===== src/rtl/sram_mem_ctrl_pkg.sv =====
// Shared memory-stage definitions: access FSM states, default SRAM byte base,
// SRAM word-address width and the byte-to-word address mapping.
package sram_mem_ctrl_pkg;

  typedef enum logic [1:0] {
    IDLE   = 2'd0,
    ACCESS = 2'd1,
    DONE   = 2'd2
  } mem_state_t;

  localparam logic [31:0] ADDR_BASE_DEFAULT = 32'd1024;
  localparam int unsigned SRAM_AW           = 16;

  // Byte address to SRAM word address; underflow below the base wraps silently
  function automatic logic [SRAM_AW-1:0] word_addr(input logic [31:0] byte_addr,
                                                   input logic [31:0] base);
    return SRAM_AW'((byte_addr - base) >> 2);
  endfunction

endpackage


===== src/rtl/sram_mem_ctrl.sv =====
// Memory-stage controller: sequences one fixed-latency SRAM read or write per
// request and holds ready low (pipeline freeze) until the access completes.
module sram_mem_ctrl
  import sram_mem_ctrl_pkg::*;
#(
  parameter int unsigned WAIT_CYCLES = 5,
  parameter logic [31:0] ADDR_BASE   = ADDR_BASE_DEFAULT
) (
  input  logic               clk,
  input  logic               rst,
  input  logic               rd_en,
  input  logic               wr_en,
  input  logic [31:0]        address,
  input  logic [31:0]        write_data,
  output logic [31:0]        read_data,
  output logic               ready,
  output logic [SRAM_AW-1:0] sram_addr,
  output logic [31:0]        sram_wdata,
  input  logic [31:0]        sram_rdata,
  output logic               sram_we_n,
  output logic               sram_oe_n
);

  localparam int unsigned      CNT_W    = $clog2(WAIT_CYCLES + 1);
  localparam logic [CNT_W-1:0] CNT_LAST = CNT_W'(WAIT_CYCLES - 1);

  mem_state_t         r_state;
  logic [CNT_W-1:0]   r_cnt;
  logic               r_wr_flag;
  logic [31:0]        r_read_data;
  logic [SRAM_AW-1:0] r_sram_addr;
  logic [31:0]        r_sram_wdata;
  logic               r_we_n;
  logic               r_oe_n;
  logic               w_req;

  // A simultaneous load and store request is treated as a store
  assign w_req = rd_en | wr_en;

  // Access sequencer; strobes are registered from the transition being taken
  always_ff @(posedge clk) begin
    if (rst) begin
      r_state      <= IDLE;
      r_cnt        <= '0;
      r_wr_flag    <= 1'b0;
      r_read_data  <= '0;
      r_sram_addr  <= '0;
      r_sram_wdata <= '0;
      r_we_n       <= 1'b1;
      r_oe_n       <= 1'b1;
    end else begin
      case (r_state)
        IDLE: begin
          if (w_req) begin
            r_sram_addr  <= word_addr(address, ADDR_BASE);
            r_sram_wdata <= write_data;
            r_wr_flag    <= wr_en;
            r_cnt        <= '0;
            r_we_n       <= ~wr_en;
            r_oe_n       <= wr_en;
            r_state      <= ACCESS;
          end
        end
        ACCESS: begin
          if (r_cnt == CNT_LAST) begin
            if (!r_wr_flag) begin
              r_read_data <= sram_rdata;
            end
            r_we_n  <= 1'b1;
            r_oe_n  <= 1'b1;
            r_state <= DONE;
          end else begin
            r_cnt <= r_cnt + CNT_W'(1);
          end
        end
        // Request inputs still show the finished access here, so never re-accept
        DONE: begin
          r_state <= IDLE;
        end
        default: begin
          r_state <= IDLE;
        end
      endcase
    end
  end

  assign ready      = ((r_state == IDLE) && !w_req) || (r_state == DONE);
  assign read_data  = r_read_data;
  assign sram_addr  = r_sram_addr;
  assign sram_wdata = r_sram_wdata;
  assign sram_we_n  = r_we_n;
  assign sram_oe_n  = r_oe_n;

endmodule


===== config.mk =====
export PLATFORM = sky130hd
export DESIGN_NAME = sram_mem_ctrl
export DESIGN_NICKNAME = d
export VERILOG_FILES = /design/src/rtl/sram_mem_ctrl_pkg.sv /design/src/rtl/sram_mem_ctrl.sv
export SDC_FILE = /design/constraint.sdc
export NUM_CORES = 1
export LEC_CHECK = 0
export CAP_MARGIN = 20
export CELL_PAD_IN_SITES_DETAIL_PLACEMENT = 1
export CELL_PAD_IN_SITES_GLOBAL_PLACEMENT = 1
export CORE_MARGIN = 4
export CORE_UTILIZATION = 25
export DETAILED_ROUTE_END_ITERATION = 16
export HOLD_SLACK_MARGIN = 0.1
export PLACE_DENSITY = 0.85
export SYNTH_ARGS = -nofsm -noshare
export SYNTH_HDL_FRONTEND = slang
export SYNTH_SLANG_ARGS = --single-unit

===== constraint.sdc =====
create_clock -name clk -period 1.9 [get_ports clk]
set_clock_uncertainty 0.1 [all_clocks]
set_input_delay 0.475 -clock clk [delete_from_list [all_inputs] [get_ports clk]]
set_output_delay 0.475 -clock clk [all_outputs]
set_load 0.005 [all_outputs]

Yosys cells after proc, flatten, opt, wreduce, memory -nomap -nowiden
Index checks and enable logic that the tools add are counted.
{ "totals": {"regBits": 88, "out_inout_bits": 83, "wordCells": 40} }
{ "classes": {"n_addsub": 2, "eq_ne": 6, "mux": 11, "n_bitwise": 3, "n_reduce_logical": 10} }
{ "op_table": {"columns": ["op", "count"], "rows": [
  ["$sub 18x11->18 const B", 1],
  ["$reduce_and 3->1", 3],
  ["$mux 3", 2],
  ["$ne 2x2->1 const B", 3],
  ["$pmux 3 s2", 1],
  ["$mux 2", 2],
  ["$pmux 1 s2", 2],
  ["$pmux 2 s2", 1],
  ["$reduce_and 2->1", 2],
  ["$add 3x1->3 const B", 1],
  ["$eq 3x3->1 const B", 1],
  ["$mux 1", 3],
  ["$eq 2x1->1 const B", 1],
  ["$eq 2x2->1 const B", 1],
  ["$logic_not 2->1", 1],
  ["$not 1->1", 2],
  ["$reduce_bool 2->1", 1],
  ["$logic_and 1x1->1", 1],
  ["$logic_not 1->1", 1],
  ["$logic_or 1x1->1", 1],
  ["$or 1x1->1", 1]
]} }

Depth between registers and ports, before layout
{ "logic_depth": {"word_depth": 4, "mapped_depth": 7, "depth_no_buf": 5} }

Worst setup path after synthesis
No wires, ideal clock.
{ "synth_timing": {"path_kind": "input port to flip-flop", "from": "input port address[10]", "to": "register r_sram_addr[14] (netlist: sram_addr[14])", "setup_time_ps": 91, "arrival_ps": 1651, "required_time_ps": 1709, "slack_ps": 58, "cell_stages": 5, "cell_sequence": "inv_1 -> ha_1 -> or4b_4 -> or3_1 -> a311oi_1"} }
{ "synth_via": {"elab_chain_cells": 1} }
{ "synth_rtl": {"columns": ["item", "line", "source"], "rows": [
  ["from (decl)", "sram_mem_ctrl.sv:13", "input logic [31:0] address,"],
  ["$sub 18x11->18", "sram_mem_ctrl_pkg.sv:17", "return SRAM_AW'((byte_addr - base) >> 2);"],
  ["to (signal assigned)", "sram_mem_ctrl.sv:55", "r_sram_addr <= word_addr(address, ADDR_BASE);"],
  ["to (decl)", "sram_mem_ctrl.sv:31", "logic [SRAM_AW-1:0] r_sram_addr;"]
]} }
No other way between the ends.
A chain may end at the register's enable or synchronous reset.

Final worst setup path
{ "layout_timing": {"from": "input port address[11]", "to": "register r_sram_addr[14] (netlist: sram_addr[14])"} }
Same word-level chain as after synthesis.

==> run_results.csv <==
group,metric,value,unit
run_status,status,"complete, no violations",
clock_tree,htree_levels,3,
clock_tree,tritoncts,"built",
synth,syn-cell-area,0.00348,mm²
sta,setup_viol,0,
synth,synthDistinctLibCells,34,
grt,grt_overflow_total,0,
sta,timing.fmax,540,MHz
cells_and_area,layout.nets,679,
setup_path,worstPathMaxFanout,2,
floorplan,die_area,0.0159,mm²
clock_tree,cts_sinks,88,
floorplan,ios,183,
routing,wl_per_cell,17.2,µm
synth,synth_most_common_cell,"dfxtp_1",
setup_path,end_kind,"flip-flop",
sta,worstMarginPinSlew,580,ps
setup_path,startpoint_type,"primary input",
routing,vias_per_cell,4.99,
flow_run,cap_violations,0,
min_path,hp-class,"reg2reg",
clock_tree,ctsRootBufferMaster,"clkbuf_16",
floorplan,coreArea,0.0135,mm²
grt,antenna_found_initial,0,
sta,drv_slew,0,
placed_design,port_buffers,166,
cells_and_area,multi_input_area,0.00155,mm²
power,ir_worst_vdd,0.000488,V
power,power_leakage,2.02,nW
synth,synth_top_cell_area_share,50.7,%
routing,drtPass1Iterations,4,
cells_and_area,utilization,42.7,%
clock_tree,clock_path_buffers,2,
cells_and_area,layout-drive-gt1-share,9.12,%
setup_path,ff2ff_path_depth,6,
grt,grt_max_degree,54,
setup_path,arrival,2000,ps
sta,timing.final.crit_share,97.5,%
setup_path,required,2050,ps
synth,syn_nets,520,
setup_path,startpoint,"address[11]",
cells_and_area,area_growth_syn_to_layout,65.2,%
synth,synth_flop_cell,"dfxtp_1",
synth,yosys_warnings,0,
floorplan,fp-row-count,42,
routing,vias,3777,
clock_tree,clk_pin_slew_worst_paths,60,ps
synth,syn_avg_cell_area,8.34,µm²
sta,rsz0062_at_grt,"no",
clock_tree,clock_latency,340,ps
grt,grt_pass1_vias,4018,
synth,async_reset_ff_share,0,%
floorplan,dieHeight,126,µm
synth,yosysSeqAreaShare,50.7,%
synth,synthTopCellsByArea,"dfxtp_1 (51%), a21oi_1 (12%), o21ai_0 (11%)",
cells_and_area,design_area,0.00574,mm²
placed_design,placed_cell_area,0.00541,mm²
floorplan,die_x,126,µm
setup_path,critPathKind,"in2reg",
cells_and_area,num-fill-cells,1594,
routing,drt-initial-drc-count,150,
routing,drt.antenna.violating_nets,0,
cells_and_area,final-seq-area,0.00176,mm²
synth,synth_top_cell_by_area,"dfxtp_1",
synth,yosys-top-cells-count,"dfxtp_1 (88), a21oi_1 (84), o21ai_0 (77), nand3_1 (75), clkbuf_1 (32)",
placed_design,place_hpwl,9.21,mm
min_path,hold_start,"read_data[18]",
routing,drc,0,
min_path,worst_hold_path.num_cells,2,
sta,setup_tns,0,ps
clock_tree,cts_hold_buf,0,
grt,groute.usage.overall,16.2,%
synth,synth_edf_count,0,
grt,grt_pass1_wl,21.0,mm
synth,ys_seq_elements,88,
placed_design,place_congestion,0.807,
power,powerDensity,783,mW/mm²
sta,max-slew-margin-rel,61.4,%
setup_path,reg2reg_from,"r_cnt[0]",
cells_and_area,n_antenna_cell,0,
floorplan,start_util,25.8,%
routing,routed_wl,13.0,mm
clock_tree,cts_buffers,9,
sta,min_period,1850,ps
synth,synthCells,417,
sta,finalHoldViolCount,0,
[worst paths after layout]
kind / to / slack [ps]
worst max register to register: read_data[19] / 170
worst max-delay path: sram_addr[14] / 50
worst min register to register: read_data[18] / 380
worst min-delay path: read_data[18] / 380
[stage by stage]
step | worst slack (ps) | hold slack, ps | power (mW) | cells
2_1_floorplan | 57.8 | 364 | 2.27 | 417
6_report | 47.4 | 375 | 4.50 | 757
3_3_place_gp | -463 | 359 | 2.72 | 739
5_1_grt | 2.33 | 401 | 4.72 | 757
4_1_cts | 35.3 | 378 | 4.57 | 756
3_5_place_dp | -517 | 370 | 2.75 | 739
[metal layers]
metal	vias up	part of all wire [%]	global-route usage, %
met5	-	0	0
met4	0	1.2	4.35
met3	15	7.6	6.31
met2	130	50	27.4
met1	1811	42	19.1
li1	1821	-	-
[power by group]
part           internal (mW)  leakage (nW)  switching (mW)
Sequential              1.93         0.720          0.0512
Clock                   1.06         0.139           0.732
Combinational          0.404          1.16           0.319
[cells by family (layout without fill, tap and decap cells)]
| family | after synthesis | in the layout | synth area share (%) |
|---|---|---|---|
| buffers and inverters | 49 | 213 | 5.54 |
| AOI/OAI and AO/OA | 179 | 179 | 27.4 |
| adders and majority gates | 3 | 3 | 1.08 |
| xor gates and xnor gates | 1 | 1 | 0.252 |
| DFF | 88 | 88 | 50.7 |
| and+or+nand+nor | 97 | 97 | 15.0 |
[placed cells by master, fill, tap and decap left out, types with 5 or more instances in the layout]
cell,netlist,final
clkdlybuf4s50_1,0,157
inv_1,5,5
dfxtp_1,88,88
a21oi_1,84,84
o21ai_0,77,77
nand3_1,75,75
dlygate4sd2_1,0,6
clkbuf_16,0,9
buf_4,0,21
[final cells by class]
type | count | area share (%)
timing repair buffer | 191 | 32.8
clock buffer | 12 | 4.29
multi-input combinational | 280 | 27.0
clock inverter | 4 | 0.937
sequential | 88 | 30.7
tap | 176 | 3.84
inverter | 6 | 0.392
[repair_timing]
item / 4_1_cts / 5_1_grt
pin swaps: 4 / 1
setup endpoints to repair: 4 / 1
setup buffers: 1 / 1
gates resized for setup: 15 / 2
[worst max-delay path: stages]
cell and delay, ps:
dlygate4sd2_1 250, inv_1 70, ha_2 170, or4b_4 460
or3_1 360, a311oi_1 210
[state kept, by name, summed over array words and instances (netlist names)]
| register | count |
|---|---|
| sram_we_n | 1 |
| r_wr_flag | 1 |
| sram_oe_n | 1 |
| sram_wdata | 32 |
| sram_addr | 16 |
| r_cnt | 3 |
| r_state | 2 |
| read_data | 32 |
Note: power is estimated with default switching activity, not from simulation.
